File: src/rtl/ram_pkg.sv
// Shared types and helpers for the byte-enable simple-dual-port RAM.
// Holds the clear FSM encoding, read-during-write selectors and byte merge.
package ram_pkg;

    typedef enum logic {
        ST_IDLE,
        ST_CLEAR
    } clr_state_t;

    localparam int RDW_OLD = 0;
    localparam int RDW_NEW = 1;

    // Widest word the merge helper handles; callers cast in and out.
    localparam int MERGE_W = 1024;

    function automatic logic [MERGE_W-1:0] byte_merge(
        input logic [MERGE_W-1:0]   old_w,
        input logic [MERGE_W-1:0]   new_w,
        input logic [MERGE_W/8-1:0] be
    );
        logic [MERGE_W-1:0] res;
        res = old_w;
        for (int i = 0; i < MERGE_W/8; i++) begin
            if (be[i]) res[8*i +: 8] = new_w[8*i +: 8];
        end
        return res;
    endfunction

endpackage

File: src/rtl/ram_clr_ctrl.sv
// Sequenced array clear: walks every word once after reset or on request.
// Busy and the clear write strobe stay high for exactly MEM_DEPTH edges.
module ram_clr_ctrl
    import ram_pkg::*;
#(
    parameter int ADDR_WIDTH = 4,
    parameter int MEM_DEPTH  = 16
) (
    input  logic                  clk,
    input  logic                  rst_n,
    input  logic                  clr_req,
    output logic                  busy,
    output logic [ADDR_WIDTH-1:0] clr_addr,
    output logic                  clr_we
);

    localparam logic [ADDR_WIDTH:0] LAST = (ADDR_WIDTH+1)'(MEM_DEPTH - 1);

    clr_state_t          state;
    logic [ADDR_WIDTH:0] cnt;

    always_ff @(posedge clk or negedge rst_n) begin
        if (!rst_n) begin
            state <= ST_CLEAR;
            cnt   <= '0;
            busy  <= 1'b1;
        end else begin
            unique case (state)
                ST_CLEAR: begin
                    if (cnt == LAST) begin
                        state <= ST_IDLE;
                        cnt   <= '0;
                        busy  <= 1'b0;
                    end else begin
                        cnt <= cnt + 1'b1;
                    end
                end
                ST_IDLE: begin
                    if (clr_req) begin
                        state <= ST_CLEAR;
                        cnt   <= '0;
                        busy  <= 1'b1;
                    end
                end
            endcase
        end
    end

    assign clr_we   = (state == ST_CLEAR);
    assign clr_addr = cnt[ADDR_WIDTH-1:0];

endmodule

File: src/rtl/ram_sdp_be_clr.sv
// Simple-dual-port RAM with byte enables, 1/2-cycle read latency,
// selectable read-during-write policy and a sequenced hardware clear.
module ram_sdp_be_clr
    import ram_pkg::*;
#(
    parameter int ADDR_WIDTH = 4,
    parameter int MEM_DEPTH  = 16,
    parameter int MEM_WIDTH  = 16,
    parameter int RD_LATENCY = 1,
    parameter int RDW_MODE   = 0
) (
    input  logic                   CLK,
    input  logic                   RST,
    input  logic                   WrEn,
    input  logic [ADDR_WIDTH-1:0]  WrAddr,
    input  logic [MEM_WIDTH-1:0]   WrData,
    input  logic [MEM_WIDTH/8-1:0] WrBe,
    input  logic                   RdEn,
    input  logic [ADDR_WIDTH-1:0]  RdAddr,
    output logic [MEM_WIDTH-1:0]   RdData,
    output logic                   RdValid,
    input  logic                   ClrReq,
    output logic                   Busy,
    output logic                   AddrErr
);

    localparam logic [ADDR_WIDTH:0] DEPTH = (ADDR_WIDTH+1)'(MEM_DEPTH);

    logic [MEM_WIDTH-1:0]  mem [MEM_DEPTH];
    logic                  busy;
    logic                  clr_we;
    logic [ADDR_WIDTH-1:0] clr_addr;

    ram_clr_ctrl #(
        .ADDR_WIDTH (ADDR_WIDTH),
        .MEM_DEPTH  (MEM_DEPTH)
    ) u_ctrl (
        .clk      (CLK),
        .rst_n    (RST),
        .clr_req  (ClrReq),
        .busy     (busy),
        .clr_addr (clr_addr),
        .clr_we   (clr_we)
    );

    assign Busy = busy;

    logic wr_acc, rd_acc, wr_ok, rd_ok;
    logic [MEM_WIDTH-1:0] wr_old, wr_word, rd_word;

    assign wr_acc = WrEn && !busy;
    assign rd_acc = RdEn && !busy;
    assign wr_ok  = {1'b0, WrAddr} < DEPTH;
    assign rd_ok  = {1'b0, RdAddr} < DEPTH;
    assign wr_old = wr_ok ? mem[WrAddr] : '0;
    assign wr_word = MEM_WIDTH'(byte_merge(MERGE_W'(wr_old),
                                           MERGE_W'(WrData),
                                           (MERGE_W/8)'(WrBe)));

    always_comb begin
        rd_word = '0;
        if (rd_ok) rd_word = mem[RdAddr];
        // Write-through: forward the merged word to a same-address read.
        if (RDW_MODE == RDW_NEW && wr_acc && wr_ok && WrAddr == RdAddr)
            rd_word = wr_word;
    end

    // Clear and port writes never coincide: writes are refused while busy.
    always_ff @(posedge CLK) begin
        if (clr_we) mem[clr_addr] <= '0;
        else if (wr_acc && wr_ok) mem[WrAddr] <= wr_word;
    end

    logic                 v1;
    logic [MEM_WIDTH-1:0] d1;

    always_ff @(posedge CLK or negedge RST) begin
        if (!RST) begin
            v1      <= 1'b0;
            d1      <= '0;
            AddrErr <= 1'b0;
        end else begin
            v1      <= rd_acc;
            AddrErr <= (wr_acc && !wr_ok) || (rd_acc && !rd_ok);
            if (rd_acc) d1 <= rd_word;
        end
    end

    generate
        if (RD_LATENCY == 2) begin : g_lat2
            logic                 v2;
            logic [MEM_WIDTH-1:0] d2;
            always_ff @(posedge CLK or negedge RST) begin
                if (!RST) begin
                    v2 <= 1'b0;
                    d2 <= '0;
                end else begin
                    v2 <= v1;
                    if (v1) d2 <= d1;
                end
            end
            assign RdValid = v2;
            assign RdData  = d2;
        end else begin : g_lat1
            assign RdValid = v1;
            assign RdData  = d1;
        end
    endgenerate

endmodule

File: config.mk
export PLATFORM = sky130hd
export DESIGN_NAME = ram_sdp_be_clr
export DESIGN_NICKNAME = d
export VERILOG_FILES = /design/src/rtl/ram_pkg.sv /design/src/rtl/ram_clr_ctrl.sv /design/src/rtl/ram_sdp_be_clr.sv
export SDC_FILE = /design/constraint.sdc
export NUM_CORES = 1
export LEC_CHECK = 0
export CORE_ASPECT_RATIO = 1.4
export CORE_UTILIZATION = 30
export CTS_BUF_LIST = sky130_fd_sc_hd__clkbuf_16
export CTS_CLUSTER_DIAMETER = 150
export DETAILED_ROUTE_END_ITERATION = 12
export HOLD_SLACK_MARGIN = 0.05
export PLACE_DENSITY = 0.47
export REMOVE_ABC_BUFFERS = 1
export SLEW_MARGIN = 10
export SYNTH_ARGS = -nofsm -noshare
export SYNTH_HDL_FRONTEND = slang
export SYNTH_SLANG_ARGS = --single-unit
File: constraint.sdc
create_clock -name CLK -period 7 [get_ports CLK]
set_input_delay 1.05 -clock CLK [delete_from_list [all_inputs] [get_ports CLK]]
set_output_delay 1.05 -clock CLK [all_outputs]
set_load 0.03 [all_outputs]
# [Word-level counts from Yosys, hierarchy flattened]
# Memory sizes are Yosys's and may differ from the RTL's. A register that Yosys moved wholly into a read port is not among the register bits.
# Cells that the tools add are included.
[totals] wordCells=39 ramBits=256 inputBits=31 ff_bits=8 memories=1
[mem_list] memory="mem" words=16 width=16 rd=1 rd_ports_with_merged_regs=1 write_ports=1 line="ram_sdp_be_clr.sv:29" rtl="logic [MEM_WIDTH-1:0] mem [MEM_DEPTH];"
[op_classes] eq_ne=5 n_addsub=1 bitwise=1 n_reduce_logical=8 n_mux=19
[op_table] cell="$mux W16" n=1
[op_table] cell="$mux W8" n=2
[op_table] cell="$reduce_or A16 Y1" n=1
[op_table] cell="$mux W5" n=2
[op_table] cell="$pmux W5 S2" n=1
[op_table] cell="$mux W1" n=9
[op_table] cell="$reduce_and A2 Y1" n=3
[op_table] cell="$add A5 B1 Y5 const B" n=1
[op_table] cell="$eq A5 B4 Y1 const B" n=1
[op_table] cell="$mux W4" n=1
[op_table] cell="$ne A2 B2 Y1 const B" n=2
[op_table] cell="$pmux W1 S2" n=2
[op_table] cell="$logic_and A1 B1 Y1" n=2
[op_table] cell="$logic_not A1 Y1" n=2
[op_table] cell="$mux W2" n=1
[op_table] cell="$ne A1 B1 Y1 const B" n=2
[op_table] cell="$not A1 Y1" n=1

# [Longest topological paths before layout]
# Gate-level depths: netlist of run 1.
[depth] word_depth=8 mapped_depth=8 ltp_nobuf=5

# [Modules after synthesis]
# From an unflattened synthesis of run 1, not the netlist that was laid out.
[unflattened] cells_unflattened=717 hier_area_um2=11265.8
[modules_own_cells] module="ram_sdp_be_clr" cells_each=681 seq_area_each_um2=8112.8 instances=1 area_each_um2=10905.5
[modules_own_cells] module="ram_clr_ctrl" cells_each=36 seq_area_each_um2=177.7 instances=1 area_each_um2=360.3

# [Worst setup path before layout of run 1]
# Ideal clock, no wire load.
[synth_path] path_kind="input to register" startpoint="input port WrEn" endpoint="memory mem[11][10] (enable)" n_path_buf=1 arrival_ns=2.743 path_stages=5 setup_ns=0.383 path_slack_ns=3.874 required_ns=6.617 cell_sequence="nor2b_2 nor3b_4 buf_6 mux2_4 nor3_1"
[synth_via] elab_chain_len=7 elab_cells_between_ends=9 cone_classes="mux: 5; reduce/logical: 4"
[synth_rtl] element="start, declared" line="ram_sdp_be_clr.sv:14" rtl="input logic WrEn,"
[synth_rtl] element="$logic_and A1 B1 Y1 *" line="ram_sdp_be_clr.sv:51" rtl="assign wr_acc = WrEn && !busy;"
[synth_rtl] element="$mux W1 *" line="ram_sdp_be_clr.sv:71" rtl="else if (wr_acc && wr_ok) mem[WrAddr] <= wr_word;"
[synth_rtl] element="$mux W1 *" line="ram_sdp_be_clr.sv:70" rtl="if (clr_we) mem[clr_addr] <= '0;"
[synth_rtl] element="$mux W1 (not written as such) *" line="ram_sdp_be_clr.sv:71"
[synth_rtl] element="$reduce_and A2 Y1 (no source line)"
[synth_rtl] element="$reduce_or A16 Y1 (no source line)"
[synth_rtl] element="$mux W4 (no source line) or $mux W2 (tied branches)"
[synth_rtl] element="end, declared" line="ram_sdp_be_clr.sv:29"
# Mark *: on every way between the ends. The rest lies on a longest branch, timed or not.

# [Final worst setup path of run 1]
[layout_path] startpoint="input port WrEn" endpoint="memory mem[10][2] (enable)"
# The elaborated chain is that of the path after synthesis.

==> results of run 1 <==
## worst paths after layout
check / from / endpoint / slack (ns) / cells after the start
max: WrEn / mem[10][2] / 3.53 / 6
max in group asynchronous: RST / u_ctrl.clr_we / 5.76 / 2
min reg2reg: RdData[0] / RdData[0] / 0.48 / 2
min: RdData[0] / RdData[0] / 0.48 / 2
min in group asynchronous: RST / RdData[7] / 0.91 / 2
max reg2reg: u_ctrl.busy / mem[10][2] / 4.07 / 5
## power by group through the flow
stage | registers (mW) | logic [mW] | clock network [mW]
after floorplan | 2.38 | 0.415 | 0
after global placement | 2.33 | 0.881 | 0
after detailed placement | 2.33 | 0.891 | 0
after CTS | 2.30 | 0.895 | 1.52
after global routing | 2.32 | 0.963 | 1.57
final | 2.29 | 0.885 | 1.49
## worst max-delay path, delay by kind of cell
kind | cells | cell delay [ns]
buf+inv | 2 | 0.79
mux | 1 | 0.38
simple gates | 3 | 1.41
## state kept, by name, indices dropped and copies added, names as in the netlist
name           count
mem              256
RdData            16
RdValid            1
u_ctrl.busy        1
u_ctrl.clr_we      1
u_ctrl.cnt         5
## layer usage
layer / track usage [%] / up-vias / wire length [µm]
li1: - / 2826 / -
met2: 27.10 / 114 / 14910
met5: 0 / - / 0
met3: 1.851 / 39 / 844
met1: 18.72 / 3022 / 11650
met4: 4.631 / 0 / 709
## layout make-up
type / count / area (µm²)
timing repair buffer: 63 / 594.3
fill: 3570 / 23610
multi-input combinational: 381 / 2763
clock buffer: 29 / 725.7
sequential: 280 / 8290
inverter: 2 / 7.507
clock inverter: 22 / 188.9
tap: 467 / 584.3
## cell usage after synthesis, types with 2 or more instances
library cell / n
mux2i_1: 133
dfstp_2: 2
nand2_1: 54
inv_1: 2
nor2b_1: 10
mux2_4: 2
a22oi_1: 48
nand3_1: 34
nand2b_1: 3
nand4_1: 16
clkbuf_1: 22
nor2_1: 12
dfrtp_1: 22
edfxtp_1: 256
and2_1: 18
o21ai_0: 5
a21oi_1: 4
nor3_1: 32
buf_2: 17
## kinds of logic (layout without fill, tap and decap cells)
group / Yosys count / count (layout) / synth area share (%)
mux: 136 / 136 / 12.25
compound gates: 59 / 59 / 3.757
xor+xnor: 2 / 2 / 0.1561
fa+ha+maj: 1 / 1 / 0.1115
flops: 280 / 280 / 73.88
simple gates: 182 / 182 / 8.083
buf+inv: 43 / 116 / 1.728
other cells: 1 / 1 / 0.03342
## per-stage QoR
| stage | area, µm² | util, % | power [mW] | std cells | worst slack [ns] |
|---|---|---|---|---|---|
| after global placement | 12230 | 33.27 | 3.214 | 1193 | 2.933 |
| final | 13150 | 35.78 | 4.664 | 1244 | 3.525 |
| after detailed placement | 12230 | 33.27 | 3.225 | 1193 | 2.834 |
| after global routing | 13150 | 35.78 | 4.862 | 1244 | 3.242 |
| after floorplan | 11040 | - | 2.797 | 663 | 3.738 |
| after CTS | 13140 | 35.75 | 4.711 | 1244 | 3.416 |
==> flow_summary_export.csv, run 1 <==
group,metric,value,unit
floorplanning,die_h,230.8,µm
global_routing,grt_pass1_vias,6258,
sta,worst_pin_slew,1.142,ns
floorplanning,dieArea,38200,µm²
sta,rsz0062_at_grt,"false",
cells_and_area,layout_commonest_cell,"edfxtp_1",
synthesis,syn_area,11220,µm²
floorplanning,rows,83,
cells_and_area,final_nets,788,
sta,fin_crit_sh,49.64,%
synthesis,synth-edff-count,256,
sta,tns,0,ns
worst_setup_path,cp_slowest_stage_delay,1.01,ns
synthesis,ys_async_sr_fraction,8.571,%
synthesis,yosysTopAreaCellShare,68.50,%
global_routing,grt_usage,15.15,%
sta,fin_crit,3.475,ns
worst_hold_path,hold_path.class,"flip-flop to flip-flop",
route,ant_nets,0,
synthesis,avgSynthCellArea,15.94,µm²
synthesis,yosys.area.top_type,"edfxtp_1",
power_and_ir_drop,p_seq_share,49.1,%
cts,clock-sinks,280,
worst_setup_path,path_class,"input port to flip-flop",
sta,final_max_slew_viol_count,0,
synthesis,ys_seq_area_share,73.88,%
worst_setup_path,path_max_fanout,24,
route,drt_iter0_markers,413,
cts,cts_root_buf,"clkbuf_16",
synthesis,ys_types,31,
synthesis,synthCells,704,
cells_and_area,synthToLayoutAreaGrowth,17.22,%
route,wire_per_inst,22.60,µm
power_and_ir_drop,swShare,28.83,%
cells_and_area,drive_above_1_share,9.524,%
floorplanning,placeableCoreArea,36760,µm²
power_and_ir_drop,p_leak,4.715,nW
synthesis,synthFlopType,"edfxtp_1",
cts,clk_path_buf_depth,3,
cts,htreeDepth,1,
power_and_ir_drop,ir_worst_vdd,181.9,µV
sta,fmax,287.8,MHz
power_and_ir_drop,pwr-share-comb,19.0,%
cts,clk_pin_slew,0.06,ns
cts,ctsResizeCount,0,
global_routing,grt_max_degree,60,
power_and_ir_drop,p_per_area,354.6,nW/µm²
place,place_hpwl,18.63,mm
cts,cts_setup_buffers,0,
floorplanning,io_pins,50,
route,num_vias,6001,
cts,cts_inserted_buffers,28,
worst_setup_path,start_kind,"input port",
floorplanning,start_util,30.53,%
outcome,status,"complete, but fails checks",
sta,skew,0.01101,ns
synthesis,synth_seq_cells,280,
place,io_buffers,48,
sta,slew_headroom,23.25,%
route,routed_wl,28.11,mm
place,finalWeightedCongestion,0.7582,
route,via_per_inst,4.824,
power_and_ir_drop,power.switching,1.345,mW
cells_and_area,antennaDiodeCount,0,
synthesis,yosys_warnings,0,
cts,cts_tree,"done",
cells_and_area,mostFrequentLayoutCells,"256 x edfxtp_1, 133 x mux2i_1, 54 x nand2_1",
global_routing,grt-ovfl-total,0,
cts,hold_buffers,0,
outcome,failed_checks,"design-rule violations",
route,firstDrtPassIters,8,
floorplanning,die_w,165.5,µm
sta,whs,0.4835,ns
worst_setup_path,cp.arrival,3.64,ns
global_routing,grt_pass1_wl,41.28,mm
route,drc,10,
worst_setup_path,slowest_stage,"nor3_1",
synthesis,synth_area_leaders,"edfxtp_1 69%, mux2i_1 12%, dfrtp_1 4.9%",
flow_run,maxCapViolations,0,
worst_setup_path,worst_ep_required_time,7.16,ns
sta,setup_violations,0,
power_and_ir_drop,clockPowerShare,31.9,%
sta,hold_viol,0,
worst_setup_path,end_kind,"flip-flop",
power_and_ir_drop,p_int,3.319,mW
worst_setup_path,crit_chain,"clkdlybuf4s50_1 > nor2b_2 > nor3b_4 > buf_4 > mux2i_1 > nor3_1",
global_routing,antenna_found_initial,0,
cts,insertion_delay,0.55,ns
No activity file was read; power rests on OpenSTA's default activity.
==> run 2, diff against run 1 <==
clock period = 3.5 ns   (was 7 ns; I/O delays follow)
==> flow_summary_export.csv, run 2 (synthesized netlist as in run 1, its figures left out) <==
group,metric,value,unit
global_routing,grt_max_degree,43,
worst_setup_path,path_class,"input port to flip-flop",
worst_setup_path,cp.buffers_inverters,2,
route,routed_wl,27.44,mm
worst_setup_path,cp_top_family,"multiplexers",
cells_and_area,synthToLayoutAreaGrowth,20.55,%
route,drc,10,
floorplanning,placeableCoreArea,36760,µm²
route,num_vias,6140,
floorplanning,die_h,230.8,µm
outcome,failed_checks,"design-rule violations",
cts,insertion_delay,0.55,ns
worst_setup_path,slowest_stage,"mux2i_1",
cells_and_area,largest-register,"mem",
cells_and_area,final_nets,833,
place,place_hpwl,17.91,mm
worst_hold_path,hold_path.class,"input port to asynchronous set/reset pin",
sta,fin_crit,2.549,ns
cts,ctsResizeCount,0,
floorplanning,rows,83,
cells_and_area,drive_above_1_share,12.76,%
place,finalWeightedCongestion,0.7215,
cts,cts_tree,"done",
power_and_ir_drop,p_leak,4.990,nW
route,firstDrtPassIters,11,
route,via_per_inst,4.760,
worst_setup_path,cp_slowest_stage_delay,0.97,ns
floorplanning,io_pins,50,
place,io_buffers,48,
global_routing,grt_pass1_wl,40.83,mm
worst_setup_path,crit_chain,"clkdlybuf4s50_1 > nor2b_2 > nor3b_4 > mux2i_1 > nor3_1 > buf_4",
cts,clock-sinks,280,
sta,worst_pin_slew,1.126,ns
cells_and_area,mostFrequentLayoutCells,"256 x edfxtp_1, 133 x mux2i_1, 58 x buf_4",
cts,cts_root_buf,"clkbuf_16",
power_and_ir_drop,ir_worst_vdd,605.1,µV
cells_and_area,fill_cells,3520,
global_routing,antenna_found_initial,0,
cells_and_area,layout_commonest_cell,"edfxtp_1",
outcome,status,"complete, but fails checks",
sta,slew_headroom,22.77,%
flow_run,maxCapViolations,0,
sta,fmax,392.3,MHz
worst_setup_path,start_kind,"input port",
global_routing,grt-ovfl-total,0,
cells_and_area,antennaDiodeCount,0,
floorplanning,dieArea,38200,µm²
sta,tns,0,ns
global_routing,grt_busiest_layer,"met2",
power_and_ir_drop,p_per_area,705.5,nW/µm²
route,wire_per_inst,21.27,µm
cells_and_area,stdcell_area,13530,µm²
global_routing,gr-usage-met2,27.29,%
sta,skew,0.01363,ns
floorplanning,die_w,165.5,µm
sta,final_max_slew_viol_count,0,
place,dpl_cell_area,12580,µm²
sta,setup_violations,0,
global_routing,grt_pass1_vias,6358,
route,ant_nets,0,
cts,cts_setup_buffers,0,
cts,clk_path_buf_depth,3,
worst_setup_path,worst_ep_required_time,3.80,ns
route,drt_iter0_markers,376,
global_routing,grt_use_met1,17.59,%
floorplanning,start_util,30.53,%
worst_setup_path,path_max_fanout,8,
sta,rsz0062_at_grt,"false",
cts,cts_inserted_buffers,28,
cts,htreeDepth,1,
global_routing,use_met3,1.725,%
sta,hold_viol,0,
cells_and_area,largest_register_ff_count,256,
sta,fin_crit_sh,72.84,%
worst_setup_path,end_kind,"flip-flop",
cts,hold_buffers,0,
cts,clk_pin_slew,0.07,ns
global_routing,grt_usage,14.71,%
worst_setup_path,cp.arrival,2.85,ns
[run 2: layer usage]
metal	up-vias	part of all wire [%]
met5	-	0
met4	0	2.1
met3	38	3.3
met2	109	54
met1	3084	41
li1	2909	-
[run 2: report_power, final]
| part | total, mW | switching, mW | internal [mW] |
|---|---|---|---|
| logic | 1.90 | 1.21 | 0.688 |
| registers | 4.56 | 0.228 | 4.33 |
| clock network | 3.09 | 1.24 | 1.85 |
| total | 9.54 | 2.68 | 6.87 |
[run 2: final cells by class]
class	instances	area, µm²	share of cell area [%]
Sequential cell	280	8290	61.28
Multi-Input combinational cell	381	2745	20.29
Timing Repair Buffer	108	957.2	7.075
Clock buffer	29	725.7	5.364
Tap cell	467	584.3	4.319
Clock inverter	23	217.7	1.609
Inverter	2	7.507	0.05549
[run 2: worst paths after layout]
| path | start | to | slack (ns) | depth (start not counted) |
|---|---|---|---|---|
| worst min-delay path | RST | u_ctrl.cnt[4] | 0.38 | 2 |
| worst max-delay path | WrEn | mem[2][14] | 0.95 | 6 |
| max in group asynchronous | RST | u_ctrl.busy | 2.80 | 2 |
| worst min register to register | RdData[3] | RdData[3] | 0.48 | 2 |
| worst max register to register | u_ctrl.busy | mem[2][14] | 0.96 | 5 |
| min in group CLK | RdData[3] | RdData[3] | 0.48 | 2 |
[run 2: stage by stage]
stage	power (mW)	instances	hold slack (ns)	util, %	setup WS [ns]
finish	9.545	1290	0.3839	36.80	0.9507
global route	9.957	1290	0.4019	36.80	0.7591
CTS	9.662	1290	0.3787	36.80	0.8690
detailed placement	6.572	1238	0.4721	34.23	0.3202
global placement	6.563	1238	0.4680	34.23	0.3441
floorplan	5.593	663	0.2294	-	0.7633
[run 2: worst register-to-register path, stage by stage (launching register included)]
cell     delay, ns
dfstp_2       0.42
nor2b_2       0.15
nor3b_4       0.35
mux2i_1       0.97
nor3_1        0.16
buf_4         0.23
